$ cat src/rtl/instr_fetch_pkg.sv
// Shared definitions for the instruction-fetch stage of the 16-bit pipeline.
//   word_t        : 16-bit machine word (instructions and addresses)
//   BUBBLE_WORD   : instruction encoding with no side effects, shown when IF/ID is empty
//   RESET_PC_DEFAULT : default PC after reset
//   fetch_state_e : BOOT (post-reset idle), FETCH (request out), HOLD (word parked, decode stalled)
//   pc_inc        : sequential PC step, wraps FFFF -> 0000
package instr_fetch_pkg;

    typedef logic [15:0] word_t;

    localparam word_t BUBBLE_WORD      = 16'hF000;
    localparam word_t RESET_PC_DEFAULT = 16'h0000;

    typedef enum logic [1:0] {
        BOOT  = 2'd0,
        FETCH = 2'd1,
        HOLD  = 2'd2
    } fetch_state_e;

    function automatic word_t pc_inc(input word_t pc);
        return pc + 16'd1;
    endfunction

endpackage

$ cat src/rtl/fetch_skid.sv
// One-entry skid register for the fetch stage: parks a fetched word and its
// address when the memory completes a request while decode is stalled.
// Ports:
//   clk, rst_n            : clock, asynchronous active-low reset
//   load                  : capture load_word/load_addr, mark entry valid
//   drain                 : entry has been moved to IF/ID, mark empty
//   clear                 : discard entry (redirect); wins over load and drain
//   load_word, load_addr  : word and address to capture
//   word, addr, valid     : stored entry
module fetch_skid
    import instr_fetch_pkg::*;
(
    input  logic  clk,
    input  logic  rst_n,
    input  logic  load,
    input  logic  drain,
    input  logic  clear,
    input  word_t load_word,
    input  word_t load_addr,
    output word_t word,
    output word_t addr,
    output logic  valid
);

    word_t word_reg;
    word_t addr_reg;
    logic  valid_reg;

    always_ff @(posedge clk or negedge rst_n) begin
        if (!rst_n) begin
            word_reg  <= '0;
            addr_reg  <= '0;
            valid_reg <= 1'b0;
        end else if (clear) begin
            valid_reg <= 1'b0;
        end else if (load) begin
            word_reg  <= load_word;
            addr_reg  <= load_addr;
            valid_reg <= 1'b1;
        end else if (drain) begin
            valid_reg <= 1'b0;
        end
    end

    assign word  = word_reg;
    assign addr  = addr_reg;
    assign valid = valid_reg;

endmodule

$ cat src/rtl/instr_fetch.sv
// Instruction-fetch stage. Holds the PC, requests words from instruction
// memory over a ready/valid handshake and registers the fetched word plus
// its address into the IF/ID boundary. Redirects come from decode (jump)
// and execute (flush); flush wins.
// Parameters:
//   RESET_PC : PC loaded on reset
//   BUBBLE   : instruction word presented while instr_valid is low
// Ports:
//   clk, rst_n          : clock, asynchronous active-low reset
//   stall               : decode cannot accept, hold IF/ID
//   flush, flush_PC     : execute mispredict redirect and its target
//   jump, new_PC        : decode redirect and its target
//   i_mem_re, i_mem_addr: fetch request and word address (decoded from registers only)
//   i_mem_rdata, i_mem_rdy : returned word, request completes this cycle
//   instr, i_addr, instr_valid : IF/ID register contents
module instr_fetch
    import instr_fetch_pkg::*;
#(
    parameter word_t RESET_PC = RESET_PC_DEFAULT,
    parameter word_t BUBBLE   = BUBBLE_WORD
) (
    input  logic  clk,
    input  logic  rst_n,
    input  logic  stall,
    input  logic  flush,
    input  word_t flush_PC,
    input  logic  jump,
    input  word_t new_PC,
    output logic  i_mem_re,
    output word_t i_mem_addr,
    input  word_t i_mem_rdata,
    input  logic  i_mem_rdy,
    output word_t instr,
    output word_t i_addr,
    output logic  instr_valid
);

    fetch_state_e state_reg, state_next;
    word_t        pc_reg, pc_next;
    word_t        instr_reg, instr_next;
    word_t        i_addr_reg, i_addr_next;
    logic         instr_valid_reg, instr_valid_next;
    // squash: a redirect arrived while a request was outstanding; the word
    // returned for that request must be dropped and the PC taken from pend_pc.
    logic         squash_reg, squash_next;
    word_t        pend_pc_reg, pend_pc_next;

    logic         redirect;
    word_t        redirect_pc;

    logic         skid_load, skid_drain, skid_clear;
    word_t        skid_word, skid_addr;
    logic         skid_valid;

    assign redirect    = flush | jump;
    assign redirect_pc = flush ? flush_PC : new_PC;

    fetch_skid u_skid (
        .clk       (clk),
        .rst_n     (rst_n),
        .load      (skid_load),
        .drain     (skid_drain),
        .clear     (skid_clear),
        .load_word (i_mem_rdata),
        .load_addr (pc_reg),
        .word      (skid_word),
        .addr      (skid_addr),
        .valid     (skid_valid)
    );

    always_ff @(posedge clk or negedge rst_n) begin
        if (!rst_n) begin
            state_reg       <= BOOT;
            pc_reg          <= RESET_PC;
            instr_reg       <= BUBBLE;
            i_addr_reg      <= '0;
            instr_valid_reg <= 1'b0;
            squash_reg      <= 1'b0;
            pend_pc_reg     <= '0;
        end else begin
            state_reg       <= state_next;
            pc_reg          <= pc_next;
            instr_reg       <= instr_next;
            i_addr_reg      <= i_addr_next;
            instr_valid_reg <= instr_valid_next;
            squash_reg      <= squash_next;
            pend_pc_reg     <= pend_pc_next;
        end
    end

    always_comb begin
        state_next       = state_reg;
        pc_next          = pc_reg;
        instr_next       = instr_reg;
        i_addr_next      = i_addr_reg;
        instr_valid_next = instr_valid_reg;
        squash_next      = squash_reg;
        pend_pc_next     = pend_pc_reg;
        skid_load        = 1'b0;
        skid_drain       = 1'b0;
        skid_clear       = 1'b0;

        case (state_reg)
            BOOT: begin
                state_next = FETCH;
                if (redirect) begin
                    pc_next = redirect_pc;
                end
            end

            FETCH: begin
                if (redirect) begin
                    if (i_mem_rdy) begin
                        // Outstanding word completes now: drop it, go straight to target.
                        pc_next     = redirect_pc;
                        squash_next = 1'b0;
                    end else begin
                        // Address must stay put until rdy; remember where to go.
                        pend_pc_next = redirect_pc;
                        squash_next  = 1'b1;
                    end
                end else if (squash_reg) begin
                    if (i_mem_rdy) begin
                        pc_next     = pend_pc_reg;
                        squash_next = 1'b0;
                    end
                    if (!stall) begin
                        instr_next       = BUBBLE;
                        instr_valid_next = 1'b0;
                    end
                end else if (i_mem_rdy) begin
                    pc_next = pc_inc(pc_reg);
                    if (stall) begin
                        skid_load  = 1'b1;
                        state_next = HOLD;
                    end else begin
                        instr_next       = i_mem_rdata;
                        i_addr_next      = pc_reg;
                        instr_valid_next = 1'b1;
                    end
                end else if (!stall) begin
                    // Decode consumed the current word and nothing new arrived.
                    instr_next       = BUBBLE;
                    instr_valid_next = 1'b0;
                end
            end

            HOLD: begin
                if (redirect) begin
                    pc_next    = redirect_pc;
                    state_next = FETCH;
                end else if (!stall) begin
                    instr_next       = skid_word;
                    i_addr_next      = skid_addr;
                    instr_valid_next = skid_valid;
                    skid_drain       = 1'b1;
                    state_next       = FETCH;
                end
            end

            default: begin
                state_next = BOOT;
            end
        endcase

        // A redirect always empties IF/ID and the skid, whatever the state or stall.
        if (redirect) begin
            instr_next       = BUBBLE;
            instr_valid_next = 1'b0;
            skid_clear       = 1'b1;
        end
    end

    assign i_mem_re    = (state_reg == FETCH);
    assign i_mem_addr  = pc_reg;
    assign instr       = instr_reg;
    assign i_addr      = i_addr_reg;
    assign instr_valid = instr_valid_reg;

endmodule

$ cat config.mk
export PLATFORM = sky130hd
export DESIGN_NAME = instr_fetch
export DESIGN_NICKNAME = d
export VERILOG_FILES = /design/src/rtl/instr_fetch_pkg.sv /design/src/rtl/fetch_skid.sv /design/src/rtl/instr_fetch.sv
export SDC_FILE = /design/constraint.sdc
export NUM_CORES = 1
export LEC_CHECK = 0
export CAP_MARGIN = 10
export CORE_ASPECT_RATIO = 0.75
export CORE_MARGIN = 1
export CORE_UTILIZATION = 40
export CTS_BUF_LIST = sky130_fd_sc_hd__clkbuf_8
export DETAILED_ROUTE_END_ITERATION = 6
export GPL_TIMING_DRIVEN = 1
export PLACE_DENSITY = 0.63
export SLEW_MARGIN = 20
export SYNTH_ARGS = -nofsm -noshare
export SYNTH_HDL_FRONTEND = slang
export SYNTH_SLANG_ARGS = --single-unit
export TNS_END_PERCENT = 30
$ cat constraint.sdc
create_clock -name clk -period 3.25 [get_ports clk]
set_input_delay 0.8125 -clock clk [delete_from_list [all_inputs] [get_ports clk]]
set_output_delay 0.8125 -clock clk [all_outputs]
set_load 0.1 [all_outputs]
; Word-level counts from Yosys, hierarchy flattened
; Cells that the tools add are included.
[totals]
inputBits = 54
word_cells = 89
output_inout_bits = 50
register_bits = 101
[classes]
n_eq_ne = 12
n_mux = 51
n_bitwise = 3
n_reduce_logical = 12
add_sub_neg = 1
[ops]
columns = op, n
row1 = $mux 16, 19
row2 = $pmux 16 s2, 3
row3 = $mux 1, 21
row4 = $add 16x1->16 const B, 1
row5 = $mux 2, 6
row6 = $ne 2x2->1 const B, 6
row7 = $reduce_and 3->1, 3
row8 = $reduce_and 7->1, 1
row9 = $pmux 2 s3, 1
row10 = $reduce_bool 3->1, 2
row11 = $ne 5x3->1 const B, 1
row12 = $reduce_and 5->1, 1
row13 = $ne 2x1->1 const B, 2
row14 = $reduce_bool 2->1, 2
row15 = $ne 3x3->1 const B, 1
row16 = $eq 2x1->1 const B, 1
row17 = $eq 2x2->1 const B, 1
row18 = $logic_not 2->1, 1
row19 = $not 1->1, 2
row20 = $pmux 1 s2, 1
row21 = $reduce_and 2->1, 1
row22 = $reduce_or 2->1, 1
row23 = $or 1x1->1, 1

; Longest topological paths before layout
[logic_depth]
depth_word = 7
ltp_mapped = 9
depth_no_buf = 6

; By module
; From an unflattened synthesis, not the netlist that was laid out.
[hier_totals]
hier_cells = 520
hier_area_um2 = 5403.9
[by_module_without_submodules]
columns = module, n_inst, cells_each, area_each_um2, seq_area_each_um2
row1 = instr_fetch, 1, 447, 4005.1, 1706.6
row2 = fetch_skid, 1, 73, 1398.8, 825.8

; Worst setup path after synthesis
; OpenSTA, ideal clock, no wires.
[synth_timing]
kind = flip-flop to flip-flop
start = reg pc_reg[0] (netlist: i_mem_addr[0])
end = reg pc_reg[6] (netlist: i_mem_addr[6])
setup_slack_ns = 0.883
period_less_slack_ns = 2.367
required_time_ns = 3.124
setup_ns = 0.126
stages_incl_launch_ff = 8
n_path_buf = 1
arrival_time_ns = 2.241
path_cell_list = dfrtp_1 > ha_1 > and3_1 > buf_2 > nand3_1 > xor2_1 > o21ai_0 > a221o_1
[synth_between]
elab_chain_cells = 5
[synth_lines]
columns = item, line_no
row1 = "start, declared", instr_fetch.sv:39  ; word_t pc_reg, pc_next;
row2 = "start signal, assigned", instr_fetch.sv:82  ; pc_reg <= pc_next;
row3 = $add 16x1->16, instr_fetch_pkg.sv:21  ; return pc + 16'd1;
row4 = $mux 16, instr_fetch.sv:131  ; end else if (i_mem_rdy) begin
row5 = $mux 16, instr_fetch.sv:122  ; end else if (squash_reg) begin
row6 = $mux 16, instr_fetch.sv:112  ; if (redirect) begin
row7 = $pmux 16 s2, instr_fetch.sv:103  ; case (state_reg)
; Every way passes these cells. The select of a mux whose other input is x is not followed.
; A chain may end at the register's enable or synchronous reset.

; Final worst setup path
[layout_timing]
start = reg state_reg[0]
end = out i_mem_re
[layout_between]
elab_chain_cells = 1
[layout_lines]
columns = item, line_no
row1 = "start, declared", instr_fetch.sv:38  ; fetch_state_e state_reg, state_next;
row2 = "start signal, assigned", instr_fetch.sv:81  ; state_reg <= state_next;
row3 = $eq 2x1->1, instr_fetch.sv:174  ; assign i_mem_re = (state_reg == FETCH);
row4 = "end, declared", instr_fetch.sv:29  ; output logic i_mem_re,
; Every way passes these cells.

==> results.json <==
{
  "rsz0062_at_grt": "no",
  "max_freq_mhz": 373,
  "cts_tree": "done",
  "nets": 667,
  "num_antenna_cells": 0,
  "ys_warn_count": 0,
  "pre_cts_ws_ps": 406,
  "clk_latency_ps": 370,
  "grt_pass1_vias": 4015,
  "post_cts_resized": 0,
  "worst_r2r_endpoint": "i_addr[8]",
  "core_sq_um": 12500,
  "criticalPathCategory": "flop to output pin",
  "wire_per_inst_microns": 16.4,
  "cts-buffers-inserted": 9,
  "drv_slew": 0,
  "synth_area_leaders": "dfrtp_1 (47%), mux2_2 (6.7%), mux2i_1 (6.4%)",
  "port_buffers": 103,
  "status": "finished, final reports clean",
  "p_leak_nw": 2.69,
  "area_delta_synth_final_pct": 23.2,
  "grt_pass1_wl_microns": 21000,
  "num_rows": 35,
  "setup_viol": 0,
  "grt_max_degree": 52,
  "start_kind": "flop",
  "reg2reg_slack_ps": 1130,
  "antenna_found_initial": 0,
  "synth-edff-count": 0,
  "synth_area_sq_um": 5190,
  "path_cells": "nor2b_1, buf_4",
  "finalHoldViolations": 0,
  "skew_ps": 10.3,
  "rr_startpoint": "state_reg[0]",
  "first_pass_iters": 4,
  "drc": 0,
  "yosysSeqAreaShare_pct": 48.8,
  "start_util_pct": 41.6,
  "dieArea_sq_um": 13400,
  "cap_violations": 0,
  "p_per_area_nw_per_um2": 662,
  "synth_nets": 580,
  "hpwl_microns": 8930,
  "ys_top_cells_by_count": "dfrtp_1 (97), nand2_1 (64), a21oi_1 (63), o21ai_0 (38), nor2_1 (36)",
  "htree_levels": 3,
  "yosys.area.top_type": "dfrtp_1",
  "fillers": 1148,
  "drive_above_1_share_pct": 22.5,
  "cpMaxStageDelayCell": "nor2b_1",
  "cts_hold_buf": 0,
  "worstHoldPathType": "input pin to asynchronous set/reset pin",
  "cts.clk_slew.worst_paths_ps": 100,
  "ir_drop_mv": 0.387,
  "critPathArrivalTime_ps": 1870,
  "ys_types": 51,
  "cts.sinks": 101,
  "netlist_instances": 525,
  "vias": 4232,
  "vias_per_cell": 5.40,
  "tightest_slew_ps": 744,
  "root_buffer": "clkbuf_8",
  "synth_top_flop_cell": "dfrtp_1",
  "cts.path.max_buffers": 2,
  "period_share_pct": 82.4,
  "synth.top_cell.area_share_pct": 46.8,
  "reg2reg_depth": 6,
  "required_ps": 2440,
  "drtIter0Drc": 342,
  "timing.setup.tns_ps": 0,
  "synth.most_common_cell": "dfrtp_1",
  "chipWidth_microns": 134,
  "layout_setup_ws_ps": 571,
  "gp_congestion": 0.802,
  "ys_async_sr_fraction_pct": 100,
  "die_h_microns": 101,
  "max_stage_delay_ps": 560,
  "overflow": 0,
  "io_pins": 104,
  "synth_seq_cells": 101,
  "avgSynthCellArea_sq_um": 9.88,
  "ant_nets": 0,
  "relSlewSlack_pct": 50.4,
  "crit_path_end_kind": "output pin",
  "grtUsageTotal_pct": 20.3,
  "post_cts_buffers": 0,
  "wirelength_microns": 12900,
  "crit_fanout": 9,
  "fin_crit_ps": 2680
}
layer usage:
| metal | vias to the layer above | GRT usage [%] | routed length (microns) |
|---|---|---|---|
| li1 | 2037 | - | - |
| met1 | 2040 | 29.2 | 6310 |
| met2 | 144 | 31.1 | 5730 |
| met3 | 11 | 3.97 | 748 |
| met4 | 0 | 5.77 | 95 |
| met5 | - | 0 | 0 |
cell usage in the layout (no fill, tap or decap), drive strengths merged, types with 3 or more instances in the layout:
master         Yosys  routed
a21oi             63      63
nor2b              4       4
nor3               6       6
inv                3       5
o21ai             55      55
xnor2              4       4
a221o              4       4
a31oi              6       6
clkdlybuf4s50      0      52
nor2              36      36
nand3             24      24
clkbuf            13       9
nand2b             3       3
o211ai             3       3
dfstp              4       4
xor2               4       4
mux2              33      33
buf               28      65
and3               3       3
and2               3       3
nand2             64      64
nor3b              7       7
dfrtp             97      97
nand4              4       4
mux2i             33      33
cell type report:
| type | count | area, sq um | area share, % |
|---|---|---|---|
| Sequential cell | 101 | 2530 | 39.6 |
| Clock inverter | 7 | 72.6 | 1.14 |
| Inverter | 3 | 11.3 | 0.176 |
| Clock buffer | 9 | 124 | 1.94 |
| Tap cell | 166 | 208 | 3.25 |
| Timing Repair Buffer | 117 | 1020 | 16.0 |
| Multi-Input combinational cell | 380 | 2420 | 37.9 |
worst max-delay path by stage:
stage	start	to	slack [ps]	cells after the start
floorplan	i_mem_addr[0]	i_mem_addr[6]	880	7
global placement	flush	i_mem_addr[14]	460	6
detailed placement	i_mem_rdy	i_addr[8]	410	8
CTS	state_reg[0]	i_mem_re	560	2
global route	state_reg[0]	i_mem_re	460	2
finish	state_reg[0]	i_mem_re	570	2
critical path: cells and delay by family, from the launching register on:
kind	cells	cell delay, ps
buffers and inverters	1	400
and+or+nand+nor	1	560
DFF	1	530
report_power, final:
part           internal, W  total (W)  switching [W]
registers          0.00153    0.00175       0.000220
logic             0.000477    0.00167        0.00120
clock network     0.000359   0.000801       0.000442
total              0.00237    0.00423        0.00186
cells by family (layout without fill, tap and decap cells):
group	count (synthesis)	in the layout	synth area share (%)
AOI/OAI and AO/OA	143	143	16.4
DFF	101	101	48.8
and+or+nand+nor	162	162	15.0
xor gates and xnor gates	8	8	1.35
buffers and inverters	44	136	4.65
adders and majority gates	1	1	0.241
muxes	66	66	13.5
per-stage QoR:
stage | hold slack, ps | cells | util [%] | cell area [sq um] | power [W]
4_1_cts | 491 | 783 | 51.2 | 6390 | 0.00427
6_report | 479 | 783 | 51.2 | 6390 | 0.00423
2_1_floorplan | 450 | 525 | - | 5190 | 0.00301
3_5_place_dp | 469 | 767 | 49.6 | 6190 | 0.00346
5_1_grt | 511 | 783 | 51.2 | 6390 | 0.00444
3_3_place_gp | 462 | 767 | 49.6 | 6190 | 0.00343
(Power assumes the default switching activity.)
